File: src/rtl/gate_checker_sat_counter.sv
// Up-counter with synchronous clear that holds at all-ones instead of wrapping.
module sat_counter #(
  parameter int unsigned WIDTH = 8
) (
  input  logic             clk,
  input  logic             rst,
  input  logic             clear,
  input  logic             inc,
  output logic [WIDTH-1:0] count
);

  always_ff @(posedge clk or posedge rst) begin
    if (rst) begin
      count <= '0;
    end else if (clear) begin
      count <= '0;
    end else if (inc && (count != '1)) begin
      count <= count + WIDTH'(1);
    end
  end

endmodule

File: config.mk
export PLATFORM = sky130hd
export DESIGN_NAME = sat_counter
export DESIGN_NICKNAME = d
export VERILOG_FILES = /design/src/rtl/gate_checker_sat_counter.sv
export SDC_FILE = /design/constraint.sdc
export NUM_CORES = 1
export LEC_CHECK = 0
export BUFFER_PORTS_ARGS = -buffer_cell sky130_fd_sc_hd__buf_2
export CORE_MARGIN = 5
export CORE_UTILIZATION = 35
export DETAILED_ROUTE_END_ITERATION = 8
export PLACE_DENSITY = 0.66
export SLEW_MARGIN = 20
export SYNTH_ARGS = -nofsm -noshare
export SYNTH_HDL_FRONTEND = slang
export SYNTH_SLANG_ARGS = --single-unit
export TNS_END_PERCENT = 30
File: constraint.sdc
create_clock -name clk -period 2.1 [get_ports clk]
set_clock_uncertainty 0.1 [all_clocks]
set_input_delay 0.42 -clock clk [delete_from_list [all_inputs] [get_ports clk]]
set_output_delay 0.42 -clock clk [all_outputs]
set_load 0.01 [all_outputs]
* Word level (Yosys, flattened, before mapping)
Cells that the tools add are included.
** Cells by class
- Add/sub/neg operators :: 1
- Equality and inequality tests :: 1
- Muxes and demuxes :: 2
- Reductions and logical operators :: 2
** Operator list (number)
- $mux W8 :: 2
- $add A8 B1 Y8 const B :: 1
- $ne A8 B8 Y1 const B :: 1
- $reduce_bool A2 Y1 :: 1
- $logic_and A1 B1 Y1 :: 1
** Storage, ports and cells
- Register bits :: 8
- Bits of input ports :: 4
- Output and inout bits :: 8
- Word-level logic and storage cells :: 7

* Longest topological paths before layout
- Depth after elaboration :: 4
- Gate-level depth with buffers :: 4
- Mapped depth without buffers :: 4

* Least setup slack after synthesis
OpenSTA, ideal clock, no wires.
- Kind :: register -> register
- From :: register count[0]
- To :: register count[5]
- Setup time :: 0.125 ns
- Arrival time :: 1.463 ns
- Required time :: 1.875 ns
- Slack :: 0.412 ns
- Cell stages (with the launch flop) :: 5
- Buffers on the path :: 0
- Clock period less this slack :: 1.688 ns
- Path through :: dfrtp_1 > ha_1 > and3_1 > a211oi_2 > mux2_4
** Between the ends
- Word-level cells in the longest chain between the ends :: 3
- Elaborated cells between the ends (all ways) :: 6
- Those cells by class :: 1 x add/sub; 1 x eq/ne; 2 x mux; 2 x reduce/logical
** Ends and longest elaborated chain
- from (decl) :: RTL line 9 : output logic [WIDTH-1:0] count
- from (signal assigned) :: RTL line 18 : count <= count + WIDTH'(1);
- $add A8 B1 Y8 / $ne A8 B8 Y1 (equally long branches) :: RTL line 18, 17
- $mux W8 / $logic_and A1 B1 Y1 (equally long branches) :: RTL line 17 : end else if (inc && (count != '1)) begin
- $mux W8 / $reduce_bool A2 Y1 (equally long branches)
Parallel ways exist; a longest one is shown, timed or not. The select of a mux whose other input is x is not followed.
A chain may end at the register's enable or synchronous reset.

* Worst setup path after layout
Same ends and word-level chain as after synthesis.

==> summary by stage <==
Outcome
The flow ran to the end, but the final reports show violations. The final reports fail on hold timing.

Cells and area
The number of antenna diodes in the final layout is 0. The area growth from synthesis to layout is 16.1%. The number of fill cells in the layout is 140. The fraction of final layout cells with drive strength greater than 1 is 36.1%. The largest registers in the layout are count: 8 flops. The multi-input combinational cells in the finished layout cover a total of 282 µm². The register with the most flip-flops in the layout has 8 of them.

Leaving out fill and tap cells, the most frequent cell in the layout is buf_2. Counting flops per register, the top entry is count. The number of nets at the end of the flow is 68.

Summing all flip-flop and latch instances after layout gives 200 µm². The top cell types in the final layout, fill and taps aside, are 11 x buf_2, 8 x dfrtp_1.

Synth
Counting every net in the synthesized netlist gives 54. Yosys mapped a number of flops with a built-in enable equal to 0. The top cell type by area accounts for 39.7% of the synthesized area. The biggest area contributor in the post-synthesis netlist is dfrtp_1.

In this run the mean area of a mapped cell was 10.3 µm². The synthesized design contains 8 register bits. Yosys printed 0 warnings. After synthesis, flip-flops and latches occupy 39.7% of the total area. The cell count after synthesis came out at 49. Summing every instance area after synthesis gives 504 µm². Of all flip-flops after synthesis, the portion carrying an async set or reset was 100%. The number of distinct standard cells referenced by the synthesized netlist is 25.

For this run, the leading register cell type out of synthesis is dfrtp_1. Ranked by total cell area, the synthesized netlist is headed by dfrtp_1 40%, mux2_4 12%, nor2b_1 5.0%, a21oi_2 3.5%, nand2_1 3.0%.

Routing
The DRC marker count from the first detailed-route iteration is 6. The post-detailed-route via-to-cell ratio is 5.51. Summed over all layers, the routed wires come to 1030 µm. The count of nets left with antenna violations once routing finished came out at 0. The first-pass detailed-route iteration total is 4.

The total via count after detailed routing is 419. The DRC violation count after routing is 0. Dividing the detail-routed wire length by the instance count gives 13.6 µm.

Setup path
The category of cells accounting for the largest share of critical-path delay is flip-flops. The critical path contains buffers and inverters numbering 0 combined. STA classifies the critical path endpoint as a flop. The setup path with the least slack is of type flop to flop. The biggest fanout along the worst timing path is 5. The data required time of the critical path is 2140 ps. The startpoint type of the worst setup path is a flop. In this design, the stage delay of the slowest critical-path cell is 420 ps.

The signal on the critical path passes through ha_1, and3_1, a211oi_2, mux2_4. The data arrival time of the critical path is 1770 ps. The largest individual stage delay along the critical path comes from the cell dfrtp_1.

Power
The switching share of power is 23.2%. The internal power is 0.000237 W. For this design the static power due to leakage is 0.302 nW. For this design the total switching power over the nets is 0.0000716 W.

The share of power burned in registers is 52.8%. VDD sags by at most 417 µV. Of the total power, the clock network draws 37.2%. Of the total power, combinational logic draws 10.0%. Power spread over the standard cell area amounts to 526 nW/µm².

STA
The worst path meets setup with 369 ps of slack. Headroom to the max-slew limit came out at 79.4%. The max-slew violation total from the final report is 0. For the pin with the worst max-slew slack, the measured transition is 310 ps.

In the final timing run, aggregate negative setup slack is 0 ps. Hold timing on the final database bottoms out at a slack of -1.24 ps. Setup repair after global routing left no endpoint under its margin. The highest clock frequency the design can meet is 578 MHz. The count of final setup violators is 0.

The number of hold violations in the final report is 4. The period utilization is 82.4%. The post-route minimum period is 1730 ps.

Clock network
Clock tree synthesis found a total of 8 sinks. Counting the buffers created by CTS gives 3. The maximum number of buffers from clock root to sink is 2. The maximum level of the CTS H-tree is 1. The CTS clock-pin slew for the worst setup and hold paths is 50 ps. TritonCTS built the clock tree. Post-CTS timing repair inserted 0 buffers for setup. The number of resized instances in the post-cts repair step is 0. For this design, the CTS-stage hold fixing added 0 buffers. The buffer type at the clock tree root is clkbuf_4. The clock insertion delay at the later pin of the skew report is 250 ps.

Placed design
During placement, the flow inserted port buffers numbering 11. The post-placement setup slack is 366 ps. The placed wire-length estimate after detailed placement is 796 µm.

The placer congestion estimate is 0.730.

Global route
The remaining global-route overflow is 0. The number of global-route vias before repair is 359. Entering global routing, the biggest net connects 11 pins.

Global routing used 11.3% of the available tracks across all layers. The first global-routing pass estimated 1640 µm of wire. The number of antenna violations at the first check in global routing is 0.

Hold path
The class of the worst hold path is input port to async pin.

Floorplanning
The width of the chip is 48.0 µm. For this configuration, the core starts out at a cell density of 37.8%. During I/O placement, the number of pins put on the boundary was 12. The die outline area is 2300 µm². From bottom edge to top edge, the die measures 48.0 µm. The number of placement rows is 13. After floorplanning, the core was sized to cover 1330 µm².

Run
The count of max-cap constraint violations is 0.
-- per-stage QoR --
stage / instance area (µm²) / instances / total power [W] / utilization, %
after floorplan: 504 / 49 / 0.000184 / -
after global placement: 563 / 73 / 0.000195 / 42.2
after detailed placement: 563 / 73 / 0.000197 / 42.2
after CTS: 586 / 76 / 0.000316 / 43.9
after global routing: 586 / 76 / 0.000327 / 43.9
final: 586 / 76 / 0.000308 / 43.9
-- layer usage --
layer | up-vias | track usage (%) | share of wire, %
met2 | 16 | 17.9 | 46
met1 | 191 | 12.2 | 41
li1 | 204 | - | -
met5 | - | 0 | 0
met4 | 0 | 4.84 | 4.0
met3 | 8 | 6.77 | 9.1
-- path summary, 6_finish.rpt --
check,endpoint,startpoint,slack (ps),depth (start not counted)
max in group asynchronous,count[7],rst,1670,2
hold / removal,count[3],rst,-1,2
hold reg to reg,count[1],count[1],510,2
min in group clk,count[2],clear,380,2
setup reg to reg,count[5],count[0],370,4
setup / recovery,count[5],count[0],370,4
-- cells in the mapped netlist, drive strengths merged, types with 2 or more instances --
master	count
nand2	4
inv	2
dfrtp	8
mux2	4
a21oi	4
nor2	4
nand4	2
nand3	2
nor2b	4
-- final cells by class --
cell class / count / share of cell area (%)
multi-input combinational: 37 / 48.1
sequential: 8 / 34.2
timing repair buffer: 11 / 9.40
clock buffer: 3 / 3.85
tap: 15 / 3.21
inverter: 2 / 1.28
-- logic make-up (layout without fill, tap and decap cells) --
family          count (synthesis)  after routing  share of synthesized area [%]
flops                           8              8                           39.7
compound gates                  9              9                           15.6
simple gates                   22             22                           23.8
mux                             5              5                           13.9
buf+inv                         4             16                           4.47
fa+ha+maj                       1              1                           2.48
-- power groups by stage --
stage                     sequential [W]  clock (W)  combinational, W
after floorplan                 0.000166          0         0.0000182
after CTS                       0.000163   0.000122         0.0000315
after global placement          0.000164          0         0.0000305
final                           0.000163   0.000115         0.0000307
after global routing            0.000163   0.000129         0.0000348
after detailed placement        0.000165          0         0.0000314
No activity file was read; power rests on OpenSTA's default activity.
